**config.mk**
```make
export PLATFORM = sky130hd
export DESIGN_NAME = dco_tune_ctrl
export DESIGN_NICKNAME = d
export VERILOG_FILES = /design/src/rtl/dco_tune_ctrl.sv
export SDC_FILE = /design/constraint.sdc
export NUM_CORES = 1
export LEC_CHECK = 0
export ABC_AREA = 1
export BUFFER_PORTS_ARGS = -buffer_cell sky130_fd_sc_hd__buf_2
export CAP_MARGIN = 20
export CORE_AREA = 2 2 88 90
export CTS_BUF_LIST = sky130_fd_sc_hd__clkbuf_8
export DETAILED_ROUTE_END_ITERATION = 10
export DIE_AREA = 0 0 90 92
export PLACE_DENSITY = 0.5
export RECOVER_POWER = 50
export SLEW_MARGIN = 20
export SYNTH_ARGS = -nofsm -noshare
export SYNTH_HDL_FRONTEND = slang
export SYNTH_SLANG_ARGS = --single-unit
export TNS_END_PERCENT = 20
```
**constraint.sdc**
```tcl
create_clock -name ref_clk -period 1.9 [get_ports ref_clk]
set_input_delay 0.38 -clock ref_clk [delete_from_list [all_inputs] [get_ports ref_clk]]
set_output_delay 0.38 -clock ref_clk [all_outputs]
set_load 0.05 [all_outputs]
```
**src/rtl/dco_tune_ctrl.sv**
```systemverilog
// dco_tune_ctrl: turns frequency-loop correction strobes into DCO tuning codes.
// Coarse code is found by successive approximation, then a saturating fine code
// tracks. Fine overflow re-centres the fine code and steps the coarse code.
// A settle window follows every code change; lock is declared after repeated
// direction reversals and withdrawn after a long same-direction run.
// Optional feature macro: DCO_TUNE_DROP_CNT_EN adds the drop_cnt output.
//
// Strobe handshake: freq_update is a one-cycle strobe with freq_incr_decr valid
// alongside it; it is consumed only when enable=1, settling=0 and tune_state is
// not IDLE, otherwise it is dropped. settling acts as the inverse of ready.
module dco_tune_ctrl #(
    parameter int CoarseBits   = 6,
    parameter int FineBits     = 8,
    parameter int SettleCycles = 16,
    parameter int LockCount    = 4,
    parameter int UnlockCount  = 8
) (
    input  logic                  ref_clk,
    input  logic                  reset,
    input  logic                  enable,
    input  logic                  freq_update,
    input  logic                  freq_incr_decr,
    output logic [CoarseBits-1:0] coarse_code,
    output logic [FineBits-1:0]   fine_code,
    output logic                  code_change,
    output logic                  settling,
    output logic                  dco_locked,
    output logic [1:0]            tune_state
`ifdef DCO_TUNE_DROP_CNT_EN
    ,
    output logic [7:0]            drop_cnt
`endif
);

    localparam int SW = (SettleCycles > 0) ? $clog2(SettleCycles + 1) : 1;
    localparam int IW = (CoarseBits > 1) ? $clog2(CoarseBits) : 1;
    localparam int RW = (LockCount > 0) ? $clog2(LockCount + 1) : 1;
    localparam int UW = (UnlockCount > 0) ? $clog2(UnlockCount + 1) : 1;

    localparam logic [CoarseBits-1:0] COARSE_MID = {1'b1, {(CoarseBits-1){1'b0}}};
    localparam logic [CoarseBits-1:0] COARSE_MAX = '1;
    localparam logic [CoarseBits-1:0] COARSE_ONE = {{(CoarseBits-1){1'b0}}, 1'b1};
    localparam logic [FineBits-1:0]   FINE_MID   = {1'b1, {(FineBits-1){1'b0}}};
    localparam logic [FineBits-1:0]   FINE_MAX   = '1;
    localparam logic [FineBits-1:0]   FINE_ONE   = {{(FineBits-1){1'b0}}, 1'b1};
    localparam logic [IW-1:0]         IDX_TOP    = IW'(CoarseBits - 1);
    localparam logic [IW-1:0]         IDX_ONE    = IW'(1);
    localparam logic [SW-1:0]         SETTLE_LD  = SW'(SettleCycles);
    localparam logic [SW-1:0]         SETTLE_ONE = SW'(1);
    localparam logic [RW-1:0]         REV_LIM    = RW'(LockCount);
    localparam logic [RW-1:0]         REV_ONE    = RW'(1);
    localparam logic [UW-1:0]         SAME_LIM   = UW'(UnlockCount);
    localparam logic [UW-1:0]         SAME_ONE   = UW'(1);

    typedef enum logic [1:0] {
        IDLE   = 2'd0,
        COARSE = 2'd1,
        FINE   = 2'd2,
        LOCKED = 2'd3
    } state_t;

    state_t          state;
    logic [IW-1:0]   sar_idx;
    logic [SW-1:0]   settle_cnt;
    logic [RW-1:0]   rev_cnt;
    logic [UW-1:0]   same_cnt;
    logic            have_dir;
    logic            last_dir;

    logic                  accept;
    logic [CoarseBits-1:0] sar_coarse;
    logic [CoarseBits-1:0] step_coarse;
    logic [FineBits-1:0]   step_fine;
    logic                  step_moves;
    logic [RW-1:0]         nxt_rev;
    logic [UW-1:0]         nxt_same;

    assign tune_state = state;
    assign settling   = (settle_cnt != '0);
    assign accept     = freq_update && !settling && enable && (state != IDLE);

    // One SAR decision: keep or clear the bit under test, then trial-set the next lower bit.
    always_comb begin
        sar_coarse = coarse_code;
        if (!freq_incr_decr) sar_coarse[sar_idx] = 1'b0;
        if (sar_idx != '0) sar_coarse[sar_idx - IDX_ONE] = 1'b1;
    end

    // One tracking step: move the fine code, carrying into coarse at the rails, saturating at both ends.
    always_comb begin
        step_coarse = coarse_code;
        step_fine   = fine_code;
        step_moves  = 1'b0;
        if (freq_incr_decr) begin
            if (fine_code != FINE_MAX) begin
                step_fine  = fine_code + FINE_ONE;
                step_moves = 1'b1;
            end else if (coarse_code != COARSE_MAX) begin
                step_coarse = coarse_code + COARSE_ONE;
                step_fine   = FINE_MID;
                step_moves  = 1'b1;
            end
        end else begin
            if (fine_code != '0) begin
                step_fine  = fine_code - FINE_ONE;
                step_moves = 1'b1;
            end else if (coarse_code != '0) begin
                step_coarse = coarse_code - COARSE_ONE;
                step_fine   = FINE_MID;
                step_moves  = 1'b1;
            end
        end
    end

    // Direction history: reversal and same-direction run counters, saturating at their limits.
    always_comb begin
        nxt_rev  = rev_cnt;
        nxt_same = same_cnt;
        if (have_dir) begin
            if (freq_incr_decr != last_dir) begin
                nxt_rev  = (rev_cnt == REV_LIM) ? rev_cnt : rev_cnt + REV_ONE;
                nxt_same = '0;
            end else begin
                nxt_same = (same_cnt == SAME_LIM) ? same_cnt : same_cnt + SAME_ONE;
                nxt_rev  = '0;
            end
        end
    end

    // Tuning FSM with registered codes, change pulse, settle timer and lock flag.
    always_ff @(posedge ref_clk or posedge reset) begin
        if (reset) begin
            state       <= IDLE;
            coarse_code <= COARSE_MID;
            fine_code   <= FINE_MID;
            code_change <= 1'b0;
            dco_locked  <= 1'b0;
            sar_idx     <= '0;
            settle_cnt  <= '0;
            rev_cnt     <= '0;
            same_cnt    <= '0;
            have_dir    <= 1'b0;
            last_dir    <= 1'b0;
        end else begin
            code_change <= 1'b0;
            if (settle_cnt != '0) settle_cnt <= settle_cnt - SETTLE_ONE;
            if (!enable) begin
                state      <= IDLE;
                settle_cnt <= '0;
                dco_locked <= 1'b0;
            end else if (state == IDLE) begin
                state       <= COARSE;
                coarse_code <= COARSE_MID;
                fine_code   <= FINE_MID;
                sar_idx     <= IDX_TOP;
                code_change <= 1'b1;
                settle_cnt  <= SETTLE_LD;
                rev_cnt     <= '0;
                same_cnt    <= '0;
                have_dir    <= 1'b0;
            end else if (accept) begin
                if (state == COARSE) begin
                    coarse_code <= sar_coarse;
                    code_change <= 1'b1;
                    settle_cnt  <= SETTLE_LD;
                    if (sar_idx == '0) begin
                        state    <= FINE;
                        have_dir <= 1'b0;
                        rev_cnt  <= '0;
                        same_cnt <= '0;
                    end else begin
                        sar_idx <= sar_idx - IDX_ONE;
                    end
                end else begin
                    if (step_moves) begin
                        coarse_code <= step_coarse;
                        fine_code   <= step_fine;
                        code_change <= 1'b1;
                        settle_cnt  <= SETTLE_LD;
                    end
                    have_dir <= 1'b1;
                    last_dir <= freq_incr_decr;
                    rev_cnt  <= nxt_rev;
                    same_cnt <= nxt_same;
                    if (state == FINE && nxt_rev == REV_LIM) begin
                        state      <= LOCKED;
                        dco_locked <= 1'b1;
                    end else if (state == LOCKED && nxt_same == SAME_LIM) begin
                        state      <= FINE;
                        dco_locked <= 1'b0;
                        rev_cnt    <= '0;
                        same_cnt   <= '0;
                        have_dir   <= 1'b0;
                    end
                end
            end
        end
    end

`ifdef DCO_TUNE_DROP_CNT_EN
    // Saturating count of strobes lost to the settle window or to IDLE; restarts with each tuning run.
    always_ff @(posedge ref_clk or posedge reset) begin
        if (reset) begin
            drop_cnt <= '0;
        end else if (enable && state == IDLE) begin
            drop_cnt <= '0;
        end else if (freq_update && (settling || state == IDLE) && drop_cnt != 8'hFF) begin
            drop_cnt <= drop_cnt + 8'd1;
        end
    end
`endif

endmodule
```
==> impl_results.rst <==
.. list-table::
   :header-rows: 1

   * - Metric
     - Value
   * - Via count of the first global-routing pass
     - 2522
   * - Cell Int Power
     - 0.00276 W
   * - Max-cap violation count
     - 0
   * - Status
     - completed
   * - Hold WC Path Type
     - input port to asynchronous set/reset pin
   * - Share of total power in sequential cells
     - 23.3%
   * - Multi-input logic area
     - 0.00162 mm²
   * - Switch Pwr
     - 0.00306 W
   * - Slowest cell delay on critical path
     - 0.40 ns
   * - Area of the core region
     - 0.00745 mm²
   * - Largest buffer count on any clock path
     - 2
   * - Drt first pass iters
     - 4
   * - Clock network power share
     - 12.0%
   * - Clock latency reported for the late side of the worst-skew pair
     - 0.30 ns
   * - Post-synthesis average cell area
     - 7.00 µm²
   * - Die outline width
     - 90 µm
   * - Count of buffers inserted at the top-level ports
     - 23
   * - Peak Freq
     - 543 MHz
   * - Data arrival time of the worst path
     - 1.46 ns
   * - RSZ-0062 raised after global routing
     - yes
   * - Master cell of the clock root buffer
     - sky130_fd_sc_hd__clkbuf_8
   * - Leakage dissipation
     - 1.67 nW
   * - Number of distinct library cells after synthesis
     - 41
   * - Number of antenna violations at the first check in global routing
     - 0
   * - Clock Pin Slew Worst Setup and Hold Paths
     - 0.09 ns
   * - Hold violation count in the final report
     - 0
   * - Total power divided by cell area
     - 1750 mW/mm²
   * - GP Congestion
     - 0.814
   * - Relative area change from synthesis to final layout
     - 22.2%
   * - Total design power
     - 0.00582 W
   * - Num CTS Buffers
     - 5
   * - Required @ worst endpoint
     - 1.52 ns
   * - Worst slack on hold paths
     - 0.345 ns
   * - # fillers
     - 815
   * - Synthesis-stage register bit count
     - 35
   * - EDFF count, synth
     - 0
   * - Sequential Area
     - 882 µm²
   * - Synth Warn #
     - 0
   * - H-tree Lvls
     - 2
   * - Layout cell share with drive strength beyond 1
     - 22.0%
   * - First-pass GRT wire length
     - 12000 µm
   * - Largest net degree at the start of global routing
     - 36
   * - Dominant synthesized flop cell
     - sky130_fd_sc_hd__dfrtp_1
   * - Initial Util
     - 36.5%
   * - Post-Syn Nets
     - 407
   * - Number of DRC violations after detailed routing
     - 0
   * - # clock sinks
     - 35
   * - Asr flop ratio synth
     - 100%
   * - Post-synth top area share
     - 30.4%
   * - Wire length reported by the detailed router
     - 6910 µm
   * - Kind of capture point of the worst setup path
     - output port
   * - CTS tree
     - built
   * - Number of nets at the end of the flow
     - 459
   * - Dominant cell by count in the synthesized netlist
     - sky130_fd_sc_hd__nand2_1
   * - Cells along the critical path
     - inv_1 -> ha_2 -> nand2_1 -> nor2_2 -> buf_4 -> inv_2 -> buf_6
   * - Worst IR drop on VDD
     - 0.635 mV
   * - Final routed wire length divided by cell count
     - 12.7 µm
   * - Height of the chip
     - 92 µm
   * - Minimum clock period after layout
     - 1.84 ns
   * - Period Utilization, post-route
     - 96.9%
   * - Post-Synthesis Cell Area
     - 0.00272 mm²
   * - Transition at the pin with the smallest max-transition slack
     - 0.929 ns
   * - Max-slew violations
     - 0
   * - Final antenna-violating net count
     - 0
   * - Commonest cells in the netlist
     - sky130_fd_sc_hd__nand2_1, sky130_fd_sc_hd__inv_1, sky130_fd_sc_hd__dfrtp_1, sky130_fd_sc_hd__nand3_1, sky130_fd_sc_hd__nor2_1
   * - Number of top-level design ports
     - 24
   * - Leading post-synthesis cells by cell area
     - sky130_fd_sc_hd__dfrtp_1, sky130_fd_sc_hd__nand2_1, sky130_fd_sc_hd__inv_1
   * - Cell taking the most area after synthesis
     - sky130_fd_sc_hd__dfrtp_1
   * - Start-to-end type of the worst setup path
     - flip-flop to output port
   * - Vias after detailed routing
     - 2638
   * - Vias per inst
     - 4.86
   * - Iteration-0 DRC count of the detailed router
     - 112
   * - Crit path max-delay cell type
     - sky130_fd_sc_hd__dfrtp_1
   * - Proportion of synthesized chip area in sequential cells
     - 32.4%
   * - Biggest fanout along the worst timing path
     - 4
   * - Category of the worst setup path launch point
     - flip-flop
   * - Half-perimeter wire length after placement
     - 5310 µm
   * - Number of setup violations in the final report
     - 0
   * - Remaining global-route overflow
     - 0
   * - Switching part of the total
     - 52.5%
   * - Overall Global Routing Usage
     - 18.0%
   * - Placement row count
     - 32
   * - Worst max-slew margin expressed relative to the limit
     - 38.1%
   * - Antenna cells
     - 0
   * - Worst clock skew on the final layout
     - 0.0122 ns
   * - Area of the die
     - 0.00828 mm²
   * - Logic gate share of total power
     - 64.7%
   * - Gate Count Post-Synth
     - 388
[final cells by class]
class | instances | area share [%]
clock buffers | 5 | 2.07
multi-input cells | 294 | 48.9
well taps | 102 | 3.85
clock inverters | 3 | 1.32
inverters | 52 | 5.92
repair buffers | 52 | 11.3
flip-flops and latches | 35 | 26.6
[cells in the final DEF (no fill, tap or decap), types with 4 or more instances in the layout]
master | netlist | final
sky130_fd_sc_hd__o211ai_1 | 4 | 4
sky130_fd_sc_hd__buf_4 | 1 | 24
sky130_fd_sc_hd__buf_2 | 2 | 20
sky130_fd_sc_hd__clkbuf_8 | 0 | 5
sky130_fd_sc_hd__nand2_2 | 3 | 4
sky130_fd_sc_hd__a21oi_1 | 12 | 11
sky130_fd_sc_hd__nand3_1 | 33 | 31
sky130_fd_sc_hd__o21ai_2 | 7 | 8
sky130_fd_sc_hd__o21ai_1 | 5 | 4
sky130_fd_sc_hd__inv_2 | 4 | 5
sky130_fd_sc_hd__xnor2_1 | 4 | 4
sky130_fd_sc_hd__o21ai_0 | 32 | 32
sky130_fd_sc_hd__inv_1 | 46 | 45
sky130_fd_sc_hd__ha_1 | 13 | 12
sky130_fd_sc_hd__nand2_1 | 106 | 105
sky130_fd_sc_hd__nor3_1 | 4 | 4
sky130_fd_sc_hd__dfrtp_1 | 33 | 30
sky130_fd_sc_hd__xor2_1 | 7 | 7
sky130_fd_sc_hd__nor2_1 | 33 | 32
sky130_fd_sc_hd__nand4_1 | 9 | 9
[power by group through the flow]
stage / Clock (W) / Combinational (W) / Sequential [W]
after CTS: 0.000726 / 0.00372 / 0.00135
after global routing: 0.000751 / 0.00419 / 0.00140
after global placement: 0 / 0.00365 / 0.00136
after floorplan: 0 / 0.00218 / 0.00181
final: 0.000698 / 0.00376 / 0.00136
after detailed placement: 0 / 0.00367 / 0.00136
[logic make-up (layout without fill, tap and decap cells)]
logic type      Yosys count  count (layout)  synth area share [%]
flops                    35              35                  32.4
buf+inv                  59             112                  8.99
compound gates           68              68                  15.0
fa+ha+maj                14              14                  6.73
xor+xnor                 11              11                  3.55
simple gates            201             201                  33.4
[sequential cells by signal, indices dropped and copies added (netlist names), 2 cells and up]
name,flops
fine_code,8
tune_state,2
rev_cnt,3
coarse_code,6
sar_idx,3
same_cnt,4
settle_cnt,5
[layer usage]
| metal | vias to the layer above | global-route usage, % | wire, µm |
|---|---|---|---|
| met5 | - | 0 | 0 |
| met4 | 0 | 5.00 | 108 |
| met3 | 9 | 3.04 | 171 |
| met2 | 27 | 30.6 | 3340 |
| met1 | 1231 | 23.5 | 3290 |
| li1 | 1371 | - | - |
[path summary, 6_finish.rpt]
kind / start / to / slack (ns) / depth (start not counted)
min in group ref_clk: enable / settle_cnt[4]$_DFF_PP0_ / 0.37 / 3
max in group asynchronous: reset / have_dir$_DFFE_PP0P_ / 0.90 / 3
setup / recovery: settle_cnt[1]$_DFF_PP0_ / settling / 0.06 / 7
setup reg to reg: same_cnt[1]$_DFFE_PP0P_ / have_dir$_DFFE_PP0P_ / 0.08 / 10
hold reg to reg: dco_locked$_DFFE_PP0P_ / dco_locked$_DFFE_PP0P_ / 0.49 / 2
hold / removal: reset / fine_code[4]$_DFFE_PP0P_ / 0.34 / 3
[stage by stage]
stage          area (µm²)  setup slack (ns)  util, %  instances   TNS, ns
2_1_floorplan        2720          -0.00855        -        388  -0.00855
3_3_place_gp         3170            0.0259     42.5        535         0
3_5_place_dp         3170            0.0411     42.5        535         0
4_1_cts              3290           0.00828     44.1        543         0
5_1_grt              3320           -0.0485     44.5        543    -0.311
6_report             3320            0.0590     44.5        543         0
[what timing repair did]
item                       4_1_cts  5_1_grt
hold buffers                     0        0
setup buffers                    0        0
pin swaps                        0        1
gates cloned                     0        0
setup endpoints to repair        1       27
gates resized for setup          2       11
[critical path, delay by kind of cell, from the launching register on]
| family | cells | cell delay, ns |
|---|---|---|
| simple gates | 2 | 0.20 |
| buf+inv | 4 | 0.39 |
| flops | 1 | 0.40 |
| fa+ha+maj | 1 | 0.18 |
No activity file was read; power rests on OpenSTA's default activity.
